$ cat src/rtl/instr_fetch.sv
// Instruction fetch: owns the PC, captures same-cycle memory data into a DEPTH-entry prefetch FIFO.
// One edge from im_addr to out_valid; when the FIFO is full without a pop, fetch_pc stalls; a redirect flushes.
module instr_fetch #(
  parameter logic [31:0] RESET_PC = 32'h0000_0000,
  parameter int          DEPTH    = 2
) (
  input  logic        clk,
  input  logic        rst_n,
  output logic [31:0] im_addr,
  input  logic [31:0] im_instr,
  input  logic        redirect_valid,
  input  logic [31:0] redirect_pc,
  output logic        addr_err,
  output logic        out_valid,
  input  logic        out_ready,
  output logic [31:0] out_instr,
  output logic [31:0] out_pc,
  output logic [31:0] out_pc_plus4
);

  localparam int           AW        = (DEPTH > 1) ? $clog2(DEPTH) : 1;
  localparam logic [AW:0]  CNT_FULL  = (AW+1)'(DEPTH);
  localparam logic [AW:0]  CNT_ONE   = (AW+1)'(1);
  localparam logic [AW-1:0] PTR_ONE  = AW'(1);

  logic [31:0]   fetch_pc_q, fetch_pc_d;
  logic [AW-1:0] wr_ptr_q, wr_ptr_d;
  logic [AW-1:0] rd_ptr_q, rd_ptr_d;
  logic [AW:0]   count_q, count_d;
  logic          addr_err_q, addr_err_d;
  logic [31:0]   pc_mem_q    [DEPTH];
  logic [31:0]   instr_mem_q [DEPTH];

  logic empty, full, pop, push;

  assign empty = (count_q == '0);
  assign full  = (count_q == CNT_FULL);
  assign pop   = out_valid & out_ready;
  // A pop frees a slot in the same edge, so a full FIFO can still stream.
  assign push  = ~redirect_valid & (~full | pop);

  always_comb begin
    fetch_pc_d = fetch_pc_q;
    wr_ptr_d   = wr_ptr_q;
    rd_ptr_d   = rd_ptr_q;
    count_d    = count_q;
    addr_err_d = redirect_valid & (redirect_pc[1:0] != 2'b00);
    if (redirect_valid) begin
      fetch_pc_d = {redirect_pc[31:2], 2'b00};
      wr_ptr_d   = '0;
      rd_ptr_d   = '0;
      count_d    = '0;
    end else begin
      if (push) begin
        fetch_pc_d = fetch_pc_q + 32'd4;
        wr_ptr_d   = wr_ptr_q + PTR_ONE;
      end
      if (pop) rd_ptr_d = rd_ptr_q + PTR_ONE;
      case ({push, pop})
        2'b10:   count_d = count_q + CNT_ONE;
        2'b01:   count_d = count_q - CNT_ONE;
        default: count_d = count_q;
      endcase
    end
  end

  always_ff @(posedge clk or negedge rst_n) begin
    if (!rst_n) begin
      fetch_pc_q <= RESET_PC;
      wr_ptr_q   <= '0;
      rd_ptr_q   <= '0;
      count_q    <= '0;
      addr_err_q <= 1'b0;
    end else begin
      fetch_pc_q <= fetch_pc_d;
      wr_ptr_q   <= wr_ptr_d;
      rd_ptr_q   <= rd_ptr_d;
      count_q    <= count_d;
      addr_err_q <= addr_err_d;
    end
  end

  // Storage needs no reset: outputs are gated by count.
  always_ff @(posedge clk) begin
    if (push) begin
      pc_mem_q[wr_ptr_q]    <= fetch_pc_q;
      instr_mem_q[wr_ptr_q] <= im_instr;
    end
  end

  assign im_addr      = fetch_pc_q;
  assign addr_err     = addr_err_q;
  assign out_valid    = ~empty;
  assign out_pc       = empty ? 32'h0 : pc_mem_q[rd_ptr_q];
  assign out_instr    = empty ? 32'h0 : instr_mem_q[rd_ptr_q];
  assign out_pc_plus4 = empty ? 32'h0 : pc_mem_q[rd_ptr_q] + 32'd4;

endmodule

$ cat config.mk
export PLATFORM = sky130hd
export DESIGN_NAME = instr_fetch
export DESIGN_NICKNAME = d
export VERILOG_FILES = /design/src/rtl/instr_fetch.sv
export SDC_FILE = /design/constraint.sdc
export NUM_CORES = 1
export LEC_CHECK = 0
export ABC_AREA = 1
export BUFFER_PORTS_ARGS = -buffer_cell sky130_fd_sc_hd__buf_2
export CAP_MARGIN = 20
export CORE_ASPECT_RATIO = 1.2
export CORE_MARGIN = 2
export CORE_UTILIZATION = 36
export DETAILED_ROUTE_END_ITERATION = 6
export GPL_ROUTABILITY_DRIVEN = 0
export SLEW_MARGIN = 10
export SYNTH_ARGS = -nofsm -noshare
export SYNTH_HDL_FRONTEND = slang
export SYNTH_SLANG_ARGS = --single-unit
$ cat constraint.sdc
create_clock -name clk -period 3.9 [get_ports clk]
set_clock_uncertainty 0.2 [all_clocks]
set_input_delay 0.39 -clock clk [delete_from_list [all_inputs] [get_ports clk]]
set_output_delay 0.39 -clock clk [all_outputs]
set_load 0.02 [all_outputs]
==> impl_metrics.toml, run 1 <==
[sta]
fmax_mhz = 282
hold_viol = 0
drv_slew = 0
setup_tns_ps = 0
setup_ws_ps = 356
maxSlewHeadroom_pct = 44.5
finalSetupViolCount = 0
rsz0062_at_grt = "no"
fin_crit_sh_pct = 90.9
min_period_ps = 3540
worst_slew_pin_slew_ps = 832

[die]
die-area_mm2 = 0.0243
core-area_mm2 = 0.0225
fp.dieW_um = 143
ios = 198
dieHeight_um = 170
num_rows = 60
initial_core_util_pct = 36.9

[clock_network]
cts_tree = "yes"
postCtsSetupBuffers = 0
cts_buffers = 17
cts.sinks = 159
h-tree-depth = 4
path_clk_slew_ps = 60
clk_root_buffer_cell = "clkbuf_16"
worstSkewPairLatency_ps = 430
clockBufferDepth = 2

[setup_path]
path_max_fanout = 69
end_kind = "output port"
crit_path_start = "rd_ptr_q"
reg2reg_depth = 6
worstReg2RegStart = "count_q[1]"
required_ps = 3310
cp-start-kind = "flop"
worstPathArrival_ps = 2950
critPathKind = "flop to output port"

[worst_hold_path]
min_path_type = "primary input to flop"
min_delay_path_depth = 3
hp-start = "redirect_pc[4]"

[logic_synthesis]
ys_types = 37
ys.flop_type = "edfxtp_1"
netlist_area_mm2 = 0.00831
async_flop_share_pct = 22.0
ys_seq_elements = 159
syn_avg_cell_area_um2 = 8.33
yosys_warnings = 0
synth_edf_count = 124
synthCells = 998
ys_seq_area_share_pct = 55.3

[global_route]
antenna_found_initial = 0
grt_pass1_wl_um = 37300
grt.total_usage_pct = 20.0
overflow = 0
grt_max_degree = 70
grt_pass1_vias = 7190

[routing]
num_vias = 7415
drt_iter0_markers = 558
wirelength_um = 23800
drtPass1Iterations = 7
routedWlPerCell_um = 15.6
drc = 0
postRouteAntennaNets = 0
vias_per_cell = 4.85

[status]
status = "completed"

[cells_and_area]
drive_above_1_share_pct = 22.8
final_nets = 1306
fillers = 2226
syn_to_final_growth_pct = 28.8
diodes = 0

[power]
leakage_nw = 4.80
peakVddDrop_mv = 0.272
p_per_area_mw_per_mm2 = 468

[placement]
port-buffer-count = 191
pre_cts_ws_ps = 631
dpl.hpwl_um = 16800

[flow_run]
max_cap_viol_count = 0
==> repair_timing <==
item	4_1_cts	5_1_grt
hold buffers	53	0
endpoints found under the hold margin	118	0
setup endpoints to repair	0	4
gates resized for setup	0	1
==> worst max-delay path, cell delays in order, from the launching register on <==
cell	delay [ps]
dfrtp_2	400
buf_6	410
nand2_1	170
nand2_2	130
ha_1	170
inv_1	80
nor2_4	150
nand2_2	100
nor2_2	260
nand4_1	200
a21oi_1	180
buf_2	180
==> layer usage <==
layer / GRT usage (%) / vias to the layer above / wire length [um]
met5: 0 / - / 0
met4: 7.75 / 0 / 663
met3: 3.83 / 40 / 1280
met2: 33.3 / 259 / 11400
met1: 25.8 / 3434 / 10400
li1: - / 3682 / -
==> area by class of cell <==
cell class,count,area [um2],area share (%)
Sequential cell,159,4600,43.0
Clock inverter,15,245,2.29
Timing Repair Buffer,252,1560,14.6
Multi-Input combinational cell,719,3190,29.8
Inverter,87,332,3.10
Clock buffer,17,425,3.97
Tap cell,279,349,3.26
==> path summary, 6_finish.rpt <==
check,end,slack [ps]
hold / removal,im_addr[4],20
min in group asynchronous,im_addr[28],390
setup reg to reg,instr_mem_q[0][19],1320
setup / recovery,out_pc_plus4[16],360
hold reg to reg,pc_mem_q[1][29],380
max in group asynchronous,rd_ptr_q,2520
==> power by group <==
part	internal (W)	leakage [nW]	switching, W
registers	0.00198	1.58	0.000110
clock network	0.00116	0.329	0.000730
logic	0.000317	2.90	0.000714
total	0.00346	4.80	0.00155
==> logic make-up after synthesis <==
group,synth area share [%]
other,0.0451
XOR/XNOR,1.37
flip-flops,55.3
AO/OA/AOI/OAI,5.53
buffers and inverters,6.78
AND/OR/NAND/NOR,30.6
adder cells (fa/ha/maj),0.301
==> cells in the final DEF, fill, tap and decap left out, drive strengths merged <==
cell	n
nand2	390
buf	199
nor2	150
edfxtp	124
inv	94
a21oi	54
dlygate4sd3	53
nand3	51
dfrtp	35
o21ai	23
clkbuf	17
xor2	13
nand4	8
nor3	6
conb	6
bufinv	5
o211ai	4
clkinv	3
nand3b	2
o21bai	2
a31oi	2
ha	2
or2	2
nor3b	1
a22oi	1
or3	1
o221ai	1
==> stage by stage <==
stage	power, W	utilization, %	cell area [um2]	cells	hold slack [ps]
floorplan	0.00275	-	8330	1003	-106
global placement	0.00311	42.2	9500	1443	344
detailed placement	0.00312	42.2	9500	1443	343
CTS	0.00506	47.5	10700	1528	0.937
global route	0.00525	47.5	10700	1528	16.8
finish	0.00501	47.5	10700	1528	23.6
==> sequential cells by signal, indices dropped and copies added, names as in the netlist <==
register	count
addr_err	1
count_q	2
im_addr	30
instr_mem_q	64
pc_mem_q	60
rd_ptr_q	1
wr_ptr_q	1
==> cells in the mapped netlist (4+ instances only) <==
library cell	number	share of area (%)
inv_1	83	3.7
nand4_1	8	0.60
o21ai_0	19	1.1
buf_6	6	0.81
o21ai_1	4	0.24
nand2_1	364	16
nor2_2	14	1.1
buf_4	8	0.72
nand2_2	26	2.0
buf_1	5	0.23
nor2_4	5	0.68
nor2_1	131	5.9
xor2_1	13	1.4
clkbuf_1	16	0.72
nor3_1	6	0.36
dfrtp_1	35	11
a21oi_1	54	3.3
nand3_1	50	3.0
edfxtp_1	124	45
o211ai_1	4	0.36
(Power assumes the default switching activity.)
==> run 2: changes to the inputs <==
CORE_ASPECT_RATIO = unset   (was 1.2)
PLACE_DENSITY_LB_ADDON = 0.3   (was unset)
==> impl_metrics.toml, run 2 (synthesized netlist as in run 1, its figures left out) <==
[status]
status = "completed"

[setup_path]
critical-path-max-stage-delay_ps = 730
cp_slowest_cell = "dfrtp_2"
rrSetupSlack_ps = 1490
worstReg2RegStart = "im_addr[2]"
r2r_end = "im_addr[26]"
reg2reg_depth = 10
path_max_fanout = 43
cpMostUsedCell = "nand2_1"
cp-start-kind = "flop"
worstPathArrival_ps = 2970
end_kind = "output port"
critPathKind = "flop to output port"
path_cells = "buf_4, nand2_1, nand2_1, nand2_1, nor2_1, nand2_1, nor2_1, nand2_1, nand2_1, nand2_1, nor2_1, buf_2"
required_ps = 3310

[clock_network]
clockBufferDepth = 2
worstSkewPairLatency_ps = 430
clk_root_buffer_cell = "clkbuf_16"
cts_hold_buffers = 52
path_clk_slew_ps = 70
postCtsSetupBuffers = 0
cts_buffers = 17
cts_tree = "yes"
h-tree-depth = 4
cts.sinks = 159
cts_resized = 0

[cells_and_area]
diodes = 0
final_nets = 1305
mostFrequentLayoutCell = "nand2_1"
fillers = 2225
regMostFlops = "instr_mem_q"
final_cell_area_mm2 = 0.0106
drive_above_1_share_pct = 22.8
final_cell_mix = "364 x nand2_1, 191 x buf_2, 128 x nor2_1"
largest_reg_flops = 64
syn_to_final_growth_pct = 27.9

[power]
p_int_w = 0.00316
swShare_pct = 33.5
switchingPower_w = 0.00159
clockPowerShare_pct = 34.4
leakage_nw = 4.76
p_seq_share_pct = 44.2
p_per_area_mw_per_mm2 = 447
peakVddDrop_mv = 0.315
total_power_w = 0.00476
pwr-share-comb_pct = 21.4

[placement]
pre_cts_ws_ps = 753
dpl-instance-area_mm2 = 0.00952
dpl.hpwl_um = 16500
port-buffer-count = 191

[worst_hold_path]
min_delay_path_depth = 3
min_path_type = "primary input to flop"
hp-start = "redirect_pc[4]"
hold_end = "im_addr[4]"

[global_route]
overflow = 0
grt_pass1_vias = 6729
grt_pass1_wl_um = 36100
antenna_found_initial = 0
grt.total_usage_pct = 19.1
grt_max_degree = 63

[die]
num_rows = 55
die-area_mm2 = 0.0243
ios = 198
fp.dieW_um = 156
initial_core_util_pct = 36.7
core-area_mm2 = 0.0226
dieHeight_um = 156

[routing]
vias_per_cell = 4.77
wirelength_um = 23200
drtPass1Iterations = 5
routedWlPerCell_um = 15.1
postRouteAntennaNets = 0
drc = 0
drt_iter0_markers = 573
num_vias = 7312

[sta]
fin_crit_sh_pct = 91.3
fmax_mhz = 281
rsz0062_at_grt = "no"
hold_viol = 0
setup_ws_ps = 340
drv_slew = 0
finalSetupViolCount = 0
maxSlewHeadroom_pct = 42.2
min_period_ps = 3560
setup_tns_ps = 0
worst_slew_pin_slew_ps = 867

[flow_run]
max_cap_viol_count = 0
## run 2: per-stage QoR
step           instances  hold WS [ps]  utilization, %
2_1_floorplan       1003          -106               -
3_3_place_gp        1449           347            42.0
3_5_place_dp        1449           347            42.0
4_1_cts             1533          4.26            46.9
5_1_grt             1533          22.3            46.9
6_report            1533          16.5            46.9
## run 2: how the worst max path moves through the flow
stage	from	end	slack (ps)
after floorplan	count_q[1]	instr_mem_q[0][0]	710
after global placement	rd_ptr_q	out_pc_plus4[29]	760
after detailed placement	rd_ptr_q	out_pc_plus4[29]	750
after CTS	rd_ptr_q	out_pc_plus4[29]	280
after global routing	rd_ptr_q	out_pc_plus4[29]	20
final	rd_ptr_q	out_pc_plus4[29]	340
## run 2: cell type report
type,count,area (um2),share of cell area [%]
Tap cell,285,357,3.36
Clock buffer,17,425,4.00
Timing Repair Buffer,251,1560,14.7
Sequential cell,159,4600,43.3
Clock inverter,15,163,1.53
Inverter,87,332,3.12
Multi-Input combinational cell,719,3190,30.0
## run 2: worst max-delay path: cells and delay by family (launching register included)
| family | cells | cell delay (ps) |
|---|---|---|
| DFF | 1 | 730 |
| buffers and inverters | 2 | 670 |
| and+or+nand+nor | 10 | 1140 |
## run 2: power by group through the flow
stage / logic, W / registers [W] / clock network [W]
floorplan: 0.000624 / 0.00213 / 0
global placement: 0.000976 / 0.00213 / 0
detailed placement: 0.000981 / 0.00214 / 0
CTS: 0.00102 / 0.00210 / 0.00167
global route: 0.00112 / 0.00212 / 0.00174
finish: 0.00102 / 0.00210 / 0.00164
## run 2: metal layers
metal	share of wire [%]	global-route usage, %	vias to the layer above	wire (um)
met5	0	0	-	0
met4	1.1	4.50	0	251
met3	5.6	3.64	15	1290
met2	46	30.0	248	10600
met1	47	27.5	3374	11000
li1	-	-	3675	-
==> run 3: changes to the inputs <==
BUFFER_PORTS_ARGS = -buffer_cell sky130_fd_sc_hd__clkbuf_2   (was -buffer_cell sky130_fd_sc_hd__buf_2)
CTS_BUF_LIST = sky130_fd_sc_hd__clkbuf_8   (was unset)
MAX_ROUTING_LAYER = met4   (was unset)
==> impl_metrics.toml, run 3 (synthesized netlist as in run 1, its figures left out) <==
[status]
status = "completed"

[sta]
hold_viol = 0
fin_crit_sh_pct = 91.6
drv_slew = 0
timing.hold.ws_ps = 47.2
worst_slew_pin_slew_ps = 950
maxSlewHeadroom_pct = 36.6
min_period_ps = 3570
setup_tns_ps = 0
finalSetupViolCount = 0
fmax_mhz = 280
rsz0062_at_grt = "no"

[cells_and_area]
mostFrequentLayoutCell = "nand2_1"
regMostFlops = "instr_mem_q"
final_nets = 1314
largest_reg_flops = 64
final_cell_mix = "364 x nand2_1, 191 x clkbuf_2, 128 x nor2_1"
diodes = 0
postLayoutCoreUtil_pct = 46.6
drive_above_1_share_pct = 22.8
syn_to_final_growth_pct = 27.0
final_cell_area_mm2 = 0.0106

[routing]
drtPass1Iterations = 5
vias_per_cell = 4.79
num_vias = 7380
postRouteAntennaNets = 0
drc = 0
drt_iter0_markers = 530
wirelength_um = 23100
routedWlPerCell_um = 15.0

[global_route]
grt_pass1_wl_um = 35500
grt_pass1_vias = 6738
grt_max_degree = 63
antenna_found_initial = 0
overflow = 0
grt.total_usage_pct = 19.5

[worst_hold_path]
hold_end = "im_addr[16]"
min_delay_path_depth = 3
min_path_type = "primary input to flop"
hp-start = "redirect_pc[16]"

[setup_path]
worstReg2RegStart = "im_addr[3]"
cpMostUsedCell = "nand2_2"
end_kind = "output port"
critPathKind = "flop to output port"
r2r_end = "im_addr[26]"
critical-path-max-stage-delay_ps = 670
cp_slowest_cell = "dfrtp_2"
worstPathArrival_ps = 2980
cp-start-kind = "flop"
rrSetupSlack_ps = 1500
required_ps = 3310
reg2reg_depth = 10
path_max_fanout = 36
path_cells = "inv_6, nand2_1, nand2_2, ha_1, inv_1, nor2_4, nand2_2, nor2_2, o21ai_0, a21oi_1, clkbuf_2"

[clock_network]
postCtsSetupBuffers = 0
cts_buffers = 17
clockBufferDepth = 2
cts_hold_buffers = 59
cts_resized = 0
cts_tree = "yes"
path_clk_slew_ps = 100
h-tree-depth = 4
clk_root_buffer_cell = "clkbuf_8"
worstSkewPairLatency_ps = 470
cts.sinks = 159

[power]
leakage_nw = 4.70
p_per_area_mw_per_mm2 = 414
peakVddDrop_mv = 0.229
total_power_w = 0.00437

[die]
initial_core_util_pct = 36.7
fp.dieW_um = 156
die-area_mm2 = 0.0243
core-area_mm2 = 0.0226
num_rows = 55
dieHeight_um = 156
ios = 198

[placement]
dpl.hpwl_um = 16400
dpl-instance-area_mm2 = 0.00956
port-buffer-count = 191

[flow_run]
max_cap_viol_count = 0
-- run 3: layout make-up --
class	count	area (um2)
clock buffer	17	234
clock inverter	15	169
fill	2212	12100
inverter	87	332
multi-input combinational	719	3190
sequential	159	4600
tap	285	357
timing repair buffer	260	1670
-- run 3: power breakdown --
part,switching [W],internal (W),leakage [nW]
logic,0.000704,0.000325,2.92
registers,0.000127,0.00198,1.58
clock network,0.000694,0.000540,0.203
-- run 3: worst max-delay path, delay by kind of cell (launching register included) --
| kind | cells | cell delay [ps] |
|---|---|---|
| fa+ha+maj | 1 | 170 |
| buf+inv | 3 | 630 |
| flops | 1 | 670 |
| compound gates | 2 | 330 |
| simple gates | 5 | 710 |
-- run 3: per-layer routing --
| metal | vias to the layer above | share of wire (%) | global-route usage (%) | wire (um) |
|---|---|---|---|---|
| met4 | 0 | 1.4 | 5.37 | 312 |
| li1 | 3701 | - | - | - |
| met5 | - | 0 | - | 0 |
| met1 | 3390 | 47 | 26.7 | 10900 |
| met2 | 267 | 45 | 30.0 | 10400 |
| met3 | 22 | 6.0 | 3.58 | 1380 |
-- run 3: stage by stage --
step | worst slack (ps) | std cells
after floorplan | 708 | 1003
after global placement | 826 | 1451
after detailed placement | 842 | 1451
after CTS | 314 | 1542
after global routing | 70.9 | 1542
final | 326 | 1542
-- run 3: worst max-delay path by stage --
stage | to | cells after the start | startpoint | slack [ps]
6_report | out_pc_plus4[10] | 11 | rd_ptr_q | 330
5_1_grt | out_pc_plus4[20] | 15 | rd_ptr_q | 70
4_1_cts | out_pc_plus4[20] | 15 | rd_ptr_q | 310
3_5_place_dp | out_pc_plus4[20] | 15 | rd_ptr_q | 840
3_3_place_gp | out_pc_plus4[8] | 11 | rd_ptr_q | 830
2_1_floorplan | instr_mem_q[0][0] | 5 | count_q[1] | 710
